===== src/rtl/hazard_pkg.sv =====
// Shared types and helpers for the LEGv8 pipeline hazard controller.
package hazard_pkg;

    // One scoreboard slot: a destination register in flight in one stage.
    typedef struct packed {
        logic       valid;
        logic [4:0] dst;
    } sb_entry_t;

    // X31 reads as zero and discards writes, so it never carries a dependence.
    localparam logic [4:0] XZR = 5'd31;

    localparam sb_entry_t SB_EMPTY = '{valid: 1'b0, dst: 5'd0};

    // True when a read source depends on the register held in this slot.
    function automatic logic sb_match(input sb_entry_t  entry,
                                      input logic [4:0] src,
                                      input logic       use_src);
        return use_src & (src != XZR) & entry.valid & (entry.dst == src);
    endfunction

endpackage


===== src/rtl/pipeline_hazard_ctrl_sb_stage.sv =====
// One registered scoreboard slot with a synchronous clear.
module sb_stage
    import hazard_pkg::*;
(
    input  logic      clk,
    input  logic      reset,
    input  logic      i_clr,
    input  sb_entry_t i_d,
    output sb_entry_t o_q
);

    sb_entry_t r_q;

    // Load the upstream entry each cycle; reset or clear empties the slot.
    always_ff @(posedge clk) begin
        if (reset) begin
            r_q <= SB_EMPTY;
        end else if (i_clr) begin
            r_q <= SB_EMPTY;
        end else begin
            r_q <= i_d;
        end
    end

    assign o_q = r_q;

endmodule


===== src/rtl/pipeline_hazard_ctrl.sv =====
// Hazard and flush sequencer for the 5-stage LEGv8 pipeline (no forwarding).
// Tracks destinations in flight in EX/MEM/WB, stalls fetch/decode on a RAW
// dependence and flushes the younger stages on a branch taken in MEM.
module pipeline_hazard_ctrl
    import hazard_pkg::*;
#(
    parameter int N         = 64,
    parameter bit WB_BYPASS = 1'b1,
    parameter int CNT_W     = 32
) (
    input  logic             clk,
    input  logic             reset,
    input  logic [4:0]       src1_D,
    input  logic [4:0]       src2_D,
    input  logic             src1_use_D,
    input  logic             src2_use_D,
    input  logic [4:0]       dst_D,
    input  logic             regWrite_D,
    input  logic             valid_D,
    input  logic             PCSrc_M,
    output logic             stall_F,
    output logic             stall_D,
    output logic             bubble_E,
    output logic             flush_D,
    output logic             flush_E,
    output logic             flush_M,
    output logic [CNT_W-1:0] stall_cnt,
    output logic [CNT_W-1:0] flush_cnt
);

    localparam logic [CNT_W-1:0] CNT_ONE = {{(CNT_W-1){1'b0}}, 1'b1};
    localparam logic [CNT_W-1:0] CNT_MAX = {CNT_W{1'b1}};

    sb_entry_t w_issue;
    sb_entry_t w_sb_e;
    sb_entry_t w_sb_m;
    sb_entry_t w_sb_w;
    logic      w_match1;
    logic      w_match2;
    logic      w_hazard;
    logic      w_stall;
    logic      w_flush;

    logic [CNT_W-1:0] r_stall_cnt;
    logic [CNT_W-1:0] r_flush_cnt;

    // Entry the decode instruction would occupy in EX; XZR writes are ignored.
    assign w_issue.valid = valid_D & regWrite_D & (dst_D != XZR);
    assign w_issue.dst   = dst_D;

    // Source-versus-scoreboard compare; the WB slot only matters without write-through.
    always_comb begin
        w_match1 = sb_match(w_sb_e, src1_D, src1_use_D)
                 | sb_match(w_sb_m, src1_D, src1_use_D);
        w_match2 = sb_match(w_sb_e, src2_D, src2_use_D)
                 | sb_match(w_sb_m, src2_D, src2_use_D);
        if (!WB_BYPASS) begin
            w_match1 = w_match1 | sb_match(w_sb_w, src1_D, src1_use_D);
            w_match2 = w_match2 | sb_match(w_sb_w, src2_D, src2_use_D);
        end else begin
            w_match1 = w_match1;
            w_match2 = w_match2;
        end
        w_hazard = valid_D & (w_match1 | w_match2);
    end

    // A taken branch outranks a stall: the stalled instruction is being discarded anyway.
    always_comb begin
        w_flush  = PCSrc_M;
        w_stall  = 1'b0;
        if (PCSrc_M) begin
            w_stall = 1'b0;
        end else begin
            w_stall = w_hazard;
        end
        stall_F  = w_stall;
        stall_D  = w_stall;
        bubble_E = w_stall;
        flush_D  = w_flush;
        flush_E  = w_flush;
        flush_M  = w_flush;
    end

    // EX slot takes the issue entry, or a bubble on stall/flush.
    sb_stage u_sb_e (
        .clk   (clk),
        .reset (reset),
        .i_clr (w_stall | w_flush),
        .i_d   (w_issue),
        .o_q   (w_sb_e)
    );

    // MEM slot follows EX, emptied when EX/MEM is flushed.
    sb_stage u_sb_m (
        .clk   (clk),
        .reset (reset),
        .i_clr (w_flush),
        .i_d   (w_sb_e),
        .o_q   (w_sb_m)
    );

    // WB slot always follows MEM; on a flush that is the branch itself.
    sb_stage u_sb_w (
        .clk   (clk),
        .reset (reset),
        .i_clr (1'b0),
        .i_d   (w_sb_m),
        .o_q   (w_sb_w)
    );

    // Saturating stall-cycle counter.
    always_ff @(posedge clk) begin
        if (reset) begin
            r_stall_cnt <= {CNT_W{1'b0}};
        end else if (w_stall && (r_stall_cnt != CNT_MAX)) begin
            r_stall_cnt <= r_stall_cnt + CNT_ONE;
        end else begin
            r_stall_cnt <= r_stall_cnt;
        end
    end

    // Saturating taken-branch flush counter.
    always_ff @(posedge clk) begin
        if (reset) begin
            r_flush_cnt <= {CNT_W{1'b0}};
        end else if (w_flush && (r_flush_cnt != CNT_MAX)) begin
            r_flush_cnt <= r_flush_cnt + CNT_ONE;
        end else begin
            r_flush_cnt <= r_flush_cnt;
        end
    end

    assign stall_cnt = r_stall_cnt;
    assign flush_cnt = r_flush_cnt;

endmodule


===== config.mk =====
export PLATFORM = sky130hd
export DESIGN_NAME = pipeline_hazard_ctrl
export DESIGN_NICKNAME = d
export VERILOG_FILES = /design/src/rtl/hazard_pkg.sv /design/src/rtl/pipeline_hazard_ctrl_sb_stage.sv /design/src/rtl/pipeline_hazard_ctrl.sv
export SDC_FILE = /design/constraint.sdc
export NUM_CORES = 1
export LEC_CHECK = 0
export ABC_AREA = 1
export BUFFER_PORTS_ARGS = -buffer_cell sky130_fd_sc_hd__buf_2
export CAP_MARGIN = 15
export CORE_MARGIN = 4
export CORE_UTILIZATION = 37
export CTS_BUF_LIST = sky130_fd_sc_hd__clkbuf_2 sky130_fd_sc_hd__clkbuf_4 sky130_fd_sc_hd__clkbuf_8
export DETAILED_ROUTE_END_ITERATION = 8
export GPL_ROUTABILITY_DRIVEN = 0
export PLACE_DENSITY_LB_ADDON = 0.12
export SYNTH_ARGS = -nofsm -noshare
export SYNTH_HDL_FRONTEND = slang
export SYNTH_SLANG_ARGS = --single-unit

===== constraint.sdc =====
create_clock -name clk -period 1.76 [get_ports clk]
set_input_delay 0.264 -clock clk [delete_from_list [all_inputs] [get_ports clk]]
set_output_delay 0.264 -clock clk [all_outputs]
set_load 0.02 [all_outputs]

# [After elaboration in Yosys (flattened, before gate mapping)]
# Cells that the tools add are included.
# Widths: inputs -> output; s select.
[op_classes] reduce_logical=4 multipliers=0 div=0 n_lt_le_gt_ge=0 shift=0 n_eq_ne=9 n_mux=1 addsub=2 bitwise=17
[op_table] operator="$add 32x1->32 const B" count=2
[op_table] operator="$ne 32x32->1 const B" count=2
[op_table] operator="$eq 5x5->1" count=4
[op_table] operator="$ne 5x5->1 const B" count=3
[op_table] operator="$and 1x1->1" count=13
[op_table] operator="$or 1x1->1" count=4
[op_table] operator="$reduce_or 2->1" count=2
[op_table] operator="$logic_and 1x1->1" count=2
[op_table] operator="$mux 1" count=1
[totals] latchBits=0 register_bits=76 memories=0 out_inout_bits=70 word_cells=39 mem_bits_ro=0 ramBits=0

# [Depth between registers and ports, before layout]
# Gate-level depths: netlist of run 1.
[logic_depth] depth_word=10 mapped_depth=14 ltp_nobuf=13

# [By module]
# A second synthesis of run 1 with hierarchy kept.
[unflattened] cells_unflattened=781 hier_area_um2=4704.5
[by_module_without_submodules] module="pipeline_hazard_ctrl" area_per_inst_um2=4306.6 seq_area_each_um2=1281.2 n_inst=1 cells_each=739
[by_module_without_submodules] module="sb_stage" area_per_inst_um2=198.9 seq_area_each_um2=120.1 n_inst=2 cells_each=21

# [Least setup slack after synthesis of run 1]
# OpenSTA, ideal clock, no wires.
[synth_timing] path_kind="register to register" from="register r_stall_cnt[1], in the netlist stall_cnt[1]" to="register r_stall_cnt[3], in the netlist stall_cnt[3]" stages_incl_launch_ff=14 arrival_time_ns=1.677 path_buffers=1 slack_ns=-0.032 cell_sequence="dfxtp_1 -> ha_1 -> nand2_1 -> nor2_1 -> nand2_1 -> nor2_2 -> nand3_2 -> buf_6 -> nand2_1 -> inv_1 -> nand4_1 -> nand2_1 -> inv_1 -> nor2_1"
[synth_via] elab_chain_cells=2 elab_cells_between_ends=3
[synth_rtl] element="from (decl)" line_no="pipeline_hazard_ctrl.sv:44" text="logic [CNT_W-1:0] r_stall_cnt;"
[synth_rtl] element="from (signal assigned)" line_no="pipeline_hazard_ctrl.sv:114" text="r_stall_cnt <= {CNT_W{1'b0}};"
[synth_rtl] element="from (signal assigned)" line_no="pipeline_hazard_ctrl.sv:116" text="r_stall_cnt <= r_stall_cnt + CNT_ONE;"
[synth_rtl] element="from (signal assigned)" line_no="pipeline_hazard_ctrl.sv:118" text="r_stall_cnt <= r_stall_cnt;"
[synth_rtl] element="branches (longest 2 deep; another with $add 32x1->32)"
# Parallel ways; which one is timed is not known.
# A chain may end at the register's enable or synchronous reset.

# [Final worst setup path of run 1]
[layout_timing] from="register u_sb_m.r_q, in the netlist u_sb_m.o_q[0]" to="output bubble_E"
[layout_via] elab_chain_cells=6 elab_cells_between_ends=9
[layout_rtl] element="from (decl)" line_no="pipeline_hazard_ctrl_sb_stage.sv:12" text="sb_entry_t r_q;"
[layout_rtl] element="from (signal assigned)" line_no="pipeline_hazard_ctrl_sb_stage.sv:21" text="r_q <= i_d;"
[layout_rtl] element="$eq 5x5->1" line_no="hazard_pkg.sv:19" text="return use_src & (src != XZR) & entry.valid & (entry.dst == src);"
[layout_rtl] element="$and 1x1->1" line_no="hazard_pkg.sv:19"
[layout_rtl] element="$or 1x1->1 (on tied branches)" line_no="pipeline_hazard_ctrl.sv:54, pipeline_hazard_ctrl.sv:56"
[layout_rtl] element="$or 1x1->1 *" line_no="pipeline_hazard_ctrl.sv:64" text="w_hazard = valid_D & (w_match1 | w_match2);"
[layout_rtl] element="$and 1x1->1 *" line_no="pipeline_hazard_ctrl.sv:64"
[layout_rtl] element="$mux 1 *" line_no="pipeline_hazard_ctrl.sv:71" text="if (PCSrc_M) begin"
[layout_rtl] element="to (decl)" line_no="pipeline_hazard_ctrl.sv:23" text="output logic bubble_E,"
# Mark *: on every way between the ends. The rest lies on a longest branch, timed or not.

==> results of run 1 <==
-- state kept, by name (all words and copies together) (netlist names) --
signal,count
flush_cnt,32
stall_cnt,32
u_sb_e.o_q,6
u_sb_m.o_q,6
-- through the flow --
| stage | utilization (%) | power, W | setup WS, ns | TNS (ns) |
|---|---|---|---|---|
| 3_3_place_gp | 46.75 | 0.002005 | -0.1257 | -1.572 |
| 6_report | 52.11 | 0.003701 | -0.1922 | -0.5759 |
| 5_1_grt | 52.11 | 0.003847 | -0.3422 | -4.125 |
| 2_1_floorplan | - | 0.001924 | 0.03385 | 0 |
| 3_5_place_dp | 46.75 | 0.002009 | -0.1211 | -2.180 |
| 4_1_cts | 49.94 | 0.003739 | -0.2482 | -0.7494 |
-- repair_timing --
action	4_1_cts	5_1_grt
gates cloned	1	1
pin swaps	13	33
hold buffers	0	0
endpoints found under the setup margin	38	62
gates resized for setup	36	74
buffers inserted	4	10
-- worst max-delay path, stage by stage, from the launching register on --
cell and delay (ns):
dfxtp_2 0.34, inv_2 0.05, nand2_1 0.05, nand2_1 0.05
nor2_1 0.12, nand3_1 0.08, nand2_1 0.08, nand2_2 0.06
nand2_2 0.09, nand2_2 0.07, nor2_4 0.19, buf_6 0.15
-- routing by layer --
metal  wire length [um]  vias to the layer above
met5                  0                        -
met4                242                        0
met3                664                       19
met2               6577                      107
met1               6148                     2355
li1                   -                     2664
-- synth_stat cells, types with 4 or more instances --
library cell  instances  area (um^2)
xor2_1               11        96.34
a21oi_1              15        75.07
inv_2                 8        30.03
clkbuf_1              5        18.77
dfxtp_1              76         1521
nor3_1               18        90.09
nor2_1              147        551.8
nor2_2                7        43.79
nor4_1                5        31.28
buf_4                 6        45.04
buf_1                 4        15.01
nand2_1             219        822.0
o21ai_0              26        130.1
nand3_1              28        140.1
inv_1               113        424.2
nand4_1              23        143.9
a21oi_2               9        78.83
o21bai_1              8        60.06
-- path summary, 6_finish.rpt --
check | startpoint | end | slack (ns) | depth (start not counted)
worst min register to register | u_sb_e.o_q[5] | u_sb_m.o_q[5] | 0.45 | 2
worst min-delay path | dst_D[3] | u_sb_e.o_q[5] | 0.1 | 2
worst max-delay path | u_sb_m.o_q[0] | bubble_E | -0.19 | 11
worst max register to register | u_sb_m.o_q[0] | stall_cnt[14] | 0.01 | 15
-- where the power goes --
part | switching, W | total, W | internal, W
clock | 0.000676 | 0.00171 | 0.00103
sequential | 0.0000105 | 0.00174 | 0.00173
combinational | 0.000159 | 0.000250 | 0.0000917
-- final cells by class --
type	count	area (um^2)	share of cell area, %
repair buffers	165	1075	17.03
clock inverters	4	95.09	1.507
multi-input cells	545	2759	43.72
flip-flops and latches	76	1556	24.66
diodes	1	2.502	0.03965
inverters	121	454.2	7.197
well taps	168	210.2	3.331
clock buffers	12	158.9	2.518
-- logic make-up after synthesis --
| logic type | share of synthesized area, % |
|---|---|
| xor gates and xnor gates | 2.463 |
| AOI/OAI and AO/OA | 8.038 |
| adders and majority gates | 0.5412 |
| buffers and inverters | 12.58 |
| and+or+nand+nor | 43.46 |
| DFF | 32.91 |
==> results.ini, run 1 <==
[status]
outcome = complete, but fails checks
violations = setup timing

[synthesis]
syn_area_per_cell_um2 = 6.067
synth_fp_nets = 786
syn_area_mm2 = 0.004623
ys_ff_latch = 76
yosysSeqAreaShare_pct = 32.91
synth-edff-count = 0
yosys_warnings = 0
ys.flop_type = dfxtp_1
synthArstFlopShare_pct = 0
synthCells = 762
ys_types = 35

[global_route]
gr-usage-met1_pct = 23.49
top_usage_layer = met2
grt_use_met2_pct = 33.02
grt_max_degree = 42
use_met3_pct = 3.393
grt_pass1_wl_um = 22420
grt_pass1_vias = 4920
overflow = 0
track_usage_pct = 19.02
antenna_found_initial = 1

[drt]
drtIter0Drc = 348
firstDrtPassIters = 4
num_vias = 5145
via_per_inst = 4.712
ant_nets = 0
wl_per_cell_um = 12.48
drc = 0
finalWirelength_um = 13630

[timing]
fin_ws_ns = -0.1922
worstMarginPinSlew_ns = 0.3441
slew-limit-headroom_pct = 76.88
finalSetupViolations = 3
fmax_ghz = 0.5122
period_needed_ns = 1.952
finalClockSkew_ns = 0.007028
rsz0062_at_grt = true
hold_violations = 0
finalCritPeriodShare_pct = 110.9
maxSlewViolCount = 0
hold-worst-slack_ns = 0.09550

[clocking]
cts_buffer_depth = 2
clk_latency_ns = 0.37
clk_pin_slew_ns = 0.07
cts_buffers = 9
cts_tree = yes
cts-htree-levels = 3
cts_sinks = 76
cts_root_buf = clkbuf_8

[die]
die_w_um = 119.8
ioPinCount = 92
rows = 40
die_h_um = 119.8
core_mm2 = 0.01211
start_util_pct = 38.17
die_area_mm2 = 0.01435

[layout]
stdcell_count = 1092
drive_above_1_share_pct = 31.74
num-fill-cells = 1262
final_cell_mix = 212 x nand2_1, 124 x nor2_1, 105 x inv_1
syn_to_final_growth_pct = 36.51
layout.nets = 942
final_common_cell = nand2_1
final_area_mm2 = 0.006311

[setup_path]
setup.worst_path.class = reg2out
crit_path_max_fanout = 4
crit_required_ns = 1.50
worstPathArrival_ns = 1.69
start_kind = flip-flop
end_kind = primary output

[job]
cap_viol_max_count = 0

[place]
portBuffers = 91
placed_area_mm2 = 0.005662
hpwl_um = 10180
dp.cells = 1063

[power]
peakVddDrop_v = 0.0003455
p_leak_nw = 2.887
power_density_mw_per_mm2 = 586.5

[worst_hold_path]
hp-class = in2reg

Note: power is estimated with default switching activity, not from simulation.
==> run 2, diff against run 1 <==
--- a/config.mk
+++ b/config.mk
@@ -13,7 +13,9 @@
 export CTS_BUF_LIST = sky130_fd_sc_hd__clkbuf_2 sky130_fd_sc_hd__clkbuf_4 sky130_fd_sc_hd__clkbuf_8
 export DETAILED_ROUTE_END_ITERATION = 8
 export GPL_ROUTABILITY_DRIVEN = 0
+export GPL_TIMING_DRIVEN = 0
 export PLACE_DENSITY_LB_ADDON = 0.12
 export SYNTH_ARGS = -nofsm -noshare
 export SYNTH_HDL_FRONTEND = slang
+export SYNTH_HIERARCHICAL = 1
 export SYNTH_SLANG_ARGS = --single-unit
==> run 2 against run 1 <==
Sequential share of layout area increased by 1.2 points. The flow still finishes with violations (setup timing). Wire length increased by 2.4%. Flip-flop and latch count unchanged. Maximum frequency decreased by 6.9%. Clock skew increased by 0.0044 ns. Largest power group unchanged. Register-to-register slack got worse by 0.26 ns. Synthesized area increased by 1.8%. Critical endpoint is now stall_D. Critical path type unchanged.
==> results.ini, run 2 <==
[layout]
drive_above_1_share_pct = 31.70  ; -0.040 points
final_area_mm2 = 0.006285  ; -0.42%
num-fill-cells = 1320  ; +4.6%
final_common_cell = nand2_1
final_cell_mix = 213 x nand2_1, 119 x nor2_1, 101 x inv_1
syn_to_final_growth_pct = 33.59
stdcell_count = 1089  ; -0.27%
layout.nets = 940  ; -0.21%
diodes = 0  ; -1

[drt]
finalWirelength_um = 13960  ; +2.4%
ant_nets = 0  ; unchanged
drc = 0  ; unchanged
firstDrtPassIters = 5  ; +1
num_vias = 5088  ; -1.1%
wl_per_cell_um = 12.81  ; +2.6%
drtIter0Drc = 248  ; -29%
via_per_inst = 4.672  ; -0.84%

[timing]
fin_ws_ns = -0.3373  ; -0.1451 ns
period_needed_ns = 2.097  ; +0.1451 ns
rsz0062_at_grt = true
hold-worst-slack_ns = 0.1114  ; +0.01587 ns
worstMarginPinSlew_ns = 0.5159  ; +0.1718 ns
setup_tns_ns = -3.079  ; -2.504 ns
maxSlewViolCount = 0  ; unchanged
finalSetupViolations = 19  ; +16
fmax_ghz = 0.4768  ; -6.9%
finalCritPeriodShare_pct = 119.2  ; +8.2 points
slew-limit-headroom_pct = 65.60  ; -11 points
hold_violations = 0  ; unchanged
finalClockSkew_ns = 0.01140  ; +0.004369 ns

[setup_path]
crit_required_ns = 1.50  ; about the same
worstReg2RegStart = u_sb_e/o_q[1]
ff2ff_setup_slack_ns = -0.25  ; -0.26 ns
timing.rr.end = stall_cnt[27]
crit_path_max_fanout = 5  ; +1
r2r_cells = 19  ; +4
end_kind = primary output
setup.worst_path.class = reg2out
worstPathArrival_ns = 1.83  ; +0.14 ns
start_kind = flip-flop

[synthesis]
yosysSeqAreaShare_pct = 32.34  ; -0.57 points
synth_top_cell_by_area = dfxtp_1
yosysMostFrequentCell = nand2_1
synthArstFlopShare_pct = 0  ; unchanged
synth_top_area_share_pct = 32.34  ; -0.57 points
synth-edff-count = 0  ; unchanged
syn_area_per_cell_um2 = 6.024  ; -0.72%
ys_ff_latch = 76  ; unchanged
synth_common_cells = 226 x nand2_1, 137 x nor2_1, 102 x inv_1
synthCells = 781  ; +2.5%
synth_area_leaders = dfxtp_1 32%, nand2_1 18%, nor2_1 11%, inv_1 8.1%, nand4_1 4.7%
ys_types = 34  ; -2.9%
yosys_warnings = 6  ; +6
synth_fp_nets = 805  ; +2.4%
syn_area_mm2 = 0.004705  ; +1.8%
ys.flop_type = dfxtp_1

[global_route]
overflow = 0  ; unchanged
grt_pass1_vias = 4571  ; -7.1%
antenna_found_initial = 0  ; -1
grt_max_degree = 14  ; -67%
grt_pass1_wl_um = 22180  ; -1.1%
track_usage_pct = 18.77  ; -0.24 points

[clocking]
cts_tree = yes
clk_latency_ns = 0.37  ; about the same
cts_root_buf = clkbuf_8
cts-htree-levels = 3  ; unchanged
cts_buffers = 9  ; unchanged
cts_buffer_depth = 2  ; unchanged
cts_sinks = 76  ; unchanged
clk_pin_slew_ns = 0.09  ; +0.02 ns

[power]
p_leak_nw = 2.845  ; -1.5%
peakVddDrop_v = 0.0004686  ; +36%
power_density_mw_per_mm2 = 555.2  ; -5.3%

[status]
outcome = complete, but fails checks
violations = setup timing

[worst_hold_path]
min_delay_path_depth = 3  ; +1
min_to = u_sb_e/o_q[2]
min_from = dst_D[2]
hp-class = in2reg

[place]
hpwl_um = 10170  ; -0.11%
portBuffers = 91  ; unchanged
placed_area_mm2 = 0.005373  ; -5.1%
dp.cells = 1040  ; -2.2%

[die]
die_area_mm2 = 0.01458  ; +1.6%
start_util_pct = 38.52  ; +0.35 points
rows = 40  ; unchanged
core_mm2 = 0.01221  ; +0.83%
ioPinCount = 92  ; unchanged
die_h_um = 120.8  ; +0.82%
die_w_um = 120.8  ; +0.82%

[job]
cap_viol_max_count = 0  ; unchanged

-- run 2: changes by cell type in the layout (fill, tap and decap cells not counted), moves of 10 or more --
cell and delta:
a21oi_1 +12, buf_4 -40, buf_6 +13, dfxtp_1 -18
dfxtp_4 +19, nand4_1 +12, o21ai_0 -10
-- run 2: how the worst max path moves through the flow --
stage | startpoint | end | slack, ns | depth (start not counted)
floorplan | stall_cnt[0] | stall_cnt[18] | 0.01 | 10
global placement | u_sb_e/o_q[2] | stall_D | -0.37 | 13
detailed placement | u_sb_e/o_q[4] | stall_D | -0.34 | 13
CTS | u_sb_e/o_q[3] | stall_D | -0.43 | 13
global route | u_sb_e/o_q[0] | stall_F | -0.51 | 13
finish | u_sb_e/o_q[1] | stall_D | -0.34 | 13
-- run 2: cell families after synthesis --
group | Yosys count | synth area share, %
DFF | 76 | 32.34
AOI/OAI and AO/OA | 61 | 7.101
and+or+nand+nor | 485 | 44.76
adders and majority gates | 2 | 0.5318
xor gates and xnor gates | 17 | 3.165
buffers and inverters | 140 | 12.10
-- run 2: through the flow --
| step | total power (W) | worst slack, ns | util [%] |
|---|---|---|---|
| after floorplan | 0.001936 | 0.01275 | - |
| after global placement | 0.002027 | -0.3673 | 44.00 |
| after detailed placement | 0.002028 | -0.3419 | 44.00 |
| after CTS | 0.003545 | -0.4293 | 47.63 |
| after global routing | 0.003642 | -0.5082 | 51.47 |
| final | 0.003489 | -0.3373 | 51.47 |
-- run 2: critical path, stage by stage (launching register included) --
cell,delay (ns)
dfxtp_4,0.37
inv_1,0.05
nand2_1,0.06
nand2_1,0.06
nor2_2,0.08
nand3_1,0.08
nand2_1,0.08
nand2_2,0.07
nand2_4,0.09
nand2_4,0.05
nor2_4,0.13
buf_6,0.14
buf_6,0.09
buf_6,0.10
-- run 2: layout make-up --
| class | count | area [um^2] | area share, % |
|---|---|---|---|
| clock buffer | 10 | 131.4 | 2.090 |
| inverter | 119 | 446.7 | 7.107 |
| timing repair buffer | 124 | 739.5 | 11.77 |
| multi-input combinational | 565 | 2882 | 45.85 |
| tap | 168 | 210.2 | 3.345 |
| clock inverter | 6 | 86.33 | 1.374 |
| buffer | 21 | 162.7 | 2.588 |
| sequential | 76 | 1627 | 25.88 |
-- run 2: routing by layer --
layer | track usage (%) | share of wire [%] | vias up
li1 | - | - | 2698
met1 | 24.81 | 46 | 2244
met2 | 31.51 | 48 | 136
met3 | 4.303 | 5.0 | 10
met4 | 3.683 | 1.0 | 0
met5 | 0 | 0 | -
-- run 2: repair_timing --
action / CTS / global route
gates resized for setup: 55 / 113
buffers inserted: 11 / 21
hold buffers: 0 / 0
gates cloned: 1 / 1
pin swaps: 15 / 30
endpoints found under the setup margin: 60 / 66
-- run 2: report_power, final --
part / internal [W] / switching, W
clock: 0.000815 / 0.000691
combinational: 0.0000944 / 0.000166
sequential: 0.00171 / 0.0000177
==> run 3, diff against run 2 <==
--- a/config.mk
+++ b/config.mk
@@ -13,7 +13,6 @@
 export CTS_BUF_LIST = sky130_fd_sc_hd__clkbuf_2 sky130_fd_sc_hd__clkbuf_4 sky130_fd_sc_hd__clkbuf_8
 export DETAILED_ROUTE_END_ITERATION = 8
 export GPL_ROUTABILITY_DRIVEN = 0
-export GPL_TIMING_DRIVEN = 0
 export PLACE_DENSITY_LB_ADDON = 0.12
 export SYNTH_ARGS = -nofsm -noshare
 export SYNTH_HDL_FRONTEND = slang
==> run 3 against run 2 <==
Power is 1.1% higher. The run still ends with setup timing left. Via count is 2.7% higher. Critical endpoint unchanged. Clock power hardly changed. Highest routed layer unchanged. Wire length is 0.81% higher. Combinational power hardly changed. Maximum frequency is 5.5% higher.
==> results.ini, run 3 (synthesized netlist as in run 2, its figures left out) <==
[status]
outcome = complete, but fails checks
violations = setup timing

[die]
die_area_mm2 = 0.01458  ; unchanged
ioPinCount = 92  ; unchanged
core_mm2 = 0.01221  ; unchanged
die_h_um = 120.8  ; unchanged
rows = 40  ; unchanged
start_util_pct = 38.52  ; unchanged
die_w_um = 120.8  ; unchanged

[global_route]
track_usage_pct = 19.24  ; +0.46 points
overflow = 0  ; unchanged
grt_pass1_vias = 4984  ; +9.0%
grt_max_degree = 36  ; +22
antenna_found_initial = 0  ; unchanged
grt_pass1_wl_um = 22870  ; +3.1%

[drt]
drtIter0Drc = 354  ; +43%
ant_nets = 0  ; unchanged
num_vias = 5226  ; +2.7%
wl_per_cell_um = 12.63  ; -1.5%
drc = 0  ; unchanged
via_per_inst = 4.691  ; +0.41%
firstDrtPassIters = 7  ; +2
finalWirelength_um = 14070  ; +0.81%

[clocking]
cts_buffers = 9  ; unchanged
cts_sinks = 76  ; unchanged
cts_root_buf = clkbuf_8
clk_latency_ns = 0.38  ; about the same
clk_pin_slew_ns = 0.07  ; -0.02 ns
cts-htree-levels = 3  ; unchanged
cts_tree = yes
cts_buffer_depth = 2  ; unchanged

[place]
hpwl_um = 10700  ; +5.2%
portBuffers = 91  ; unchanged
pre_cts_ws_ns = -0.05144  ; +0.2904 ns

[layout]
diodes = 0  ; unchanged
drive_above_1_share_pct = 31.40  ; -0.31 points
final_cell_mix = 218 x nand2_1, 118 x nor2_1, 98 x inv_1
syn_to_final_growth_pct = 34.81
final_common_cell = nand2_1
layout.nets = 965  ; +2.7%

[timing]
worstMarginPinSlew_ns = 0.3940  ; -0.1219 ns
rsz0062_at_grt = true
finalSetupViolations = 4  ; -15
hold_violations = 0  ; unchanged
period_needed_ns = 1.987  ; -0.1099 ns
maxSlewViolCount = 0  ; unchanged
finalCritPeriodShare_pct = 112.9  ; -6.2 points
setup_tns_ns = -0.6833  ; +2.396 ns
slew-limit-headroom_pct = 73.73  ; +8.1 points
fin_ws_ns = -0.2274  ; +0.1099 ns
fmax_ghz = 0.5032  ; +5.5%
finalClockSkew_ns = 0.01482  ; +0.003427 ns

[power]
power_density_mw_per_mm2 = 556.4  ; +0.21%
p_switching_w = 0.0008651  ; -1.1%
p_int_w = 0.002664  ; +1.9%
comb_power_share_pct = 7.3  ; -0.2 points
power_frac_seq_pct = 49.2  ; -0.2 points
switching_share_pct = 24.52  ; -0.55 points
p_leak_nw = 2.928  ; +2.9%
peakVddDrop_v = 0.0003888  ; -17%
clkPwrFrac_pct = 43.5  ; +0.3 points

[setup_path]
slowest_stage = dfxtp_2
path_common_cell = nand2_1
worstPathArrival_ns = 1.72  ; -0.11 ns
max_stage_delay_ns = 0.36  ; about the same
crit_path_max_fanout = 5  ; unchanged
crit_chain = inv_1, nand2_1, nand2_1, nor2_1, nand3_1, nand2_1, nand2_1, nand2_2, nand2_2, nor2_4, buf_6
crit_required_ns = 1.50  ; about the same
start_kind = flip-flop
setup.worst_path.class = reg2out
end_kind = primary output

[worst_hold_path]
hp-class = in2reg

[job]
cap_viol_max_count = 0  ; unchanged

-- run 3: path summary, 6_finish.rpt --
| kind | from | to | slack, ns | depth (start not counted) |
|---|---|---|---|---|
| min | dst_D[2] | u_sb_e/o_q[2] | 0.12 | 3 |
| max | u_sb_e/o_q[2] | stall_D | -0.23 | 11 |
| max reg2reg | u_sb_e/o_q[2] | stall_cnt[23] | 0 | 15 |
| min reg2reg | u_sb_e/o_q[2] | u_sb_m/o_q[2] | 0.46 | 2 |
-- run 3: power groups by stage --
stage	clock, W	combinational, W	sequential (W)
final	0.00153	0.000258	0.00174
after global routing	0.00165	0.000290	0.00174
after CTS	0.00158	0.000252	0.00174
after detailed placement	0	0.000250	0.00178
after global placement	0	0.000246	0.00178
after floorplan	0	0.000150	0.00179
-- run 3: per-stage QoR --
stage / cell area, um^2 / hold WS [ns] / util [%] / cells / total power (W)
after detailed placement: 5786 / 0.4617 / 47.38 / 1087 / 0.002033
after CTS: 6090 / 0.1047 / 49.87 / 1106 / 0.003575
final: 6342 / 0.1163 / 51.94 / 1114 / 0.003529
after floorplan: 4707 / 0.3905 / - / 781 / 0.001936
after global placement: 5786 / 0.4721 / 47.38 / 1087 / 0.002028
after global routing: 6342 / 0.1135 / 51.94 / 1114 / 0.003678
-- run 3: final cells by class --
type / count / area, um^2
Timing Repair Buffer: 170 / 1115
Inverter: 119 / 449.2
Sequential cell: 76 / 1564
Fill cell: 1290 / 5869
Tap cell: 168 / 210.2
Clock inverter: 5 / 75.07
Multi-Input combinational cell: 565 / 2784
Clock buffer: 11 / 145.1
-- run 3: per-layer routing --
metal	share of wire (%)	vias up	wire, um	GRT usage (%)
li1	-	2750	-	-
met1	45	2315	6392	24.22
met2	48	129	6769	32.55
met3	4.3	32	598	3.368
met4	2.2	0	308	7.720
met5	0	-	0	0
-- run 3: timing repair --
item | CTS | global route
setup buffers | 3 | 8
endpoints found under the setup margin | 21 | 60
pin swaps | 8 | 26
resized for setup | 29 | 78
cloned | 0 | 1
endpoints found under the hold margin | 0 | 0
hold buffers | 0 | 0
-- run 3: worst max-delay path, delay by kind of cell (launching register included) --
kind | cells | cell delay, ns
flops | 1 | 0.36
buf+inv | 2 | 0.21
simple gates | 9 | 0.79
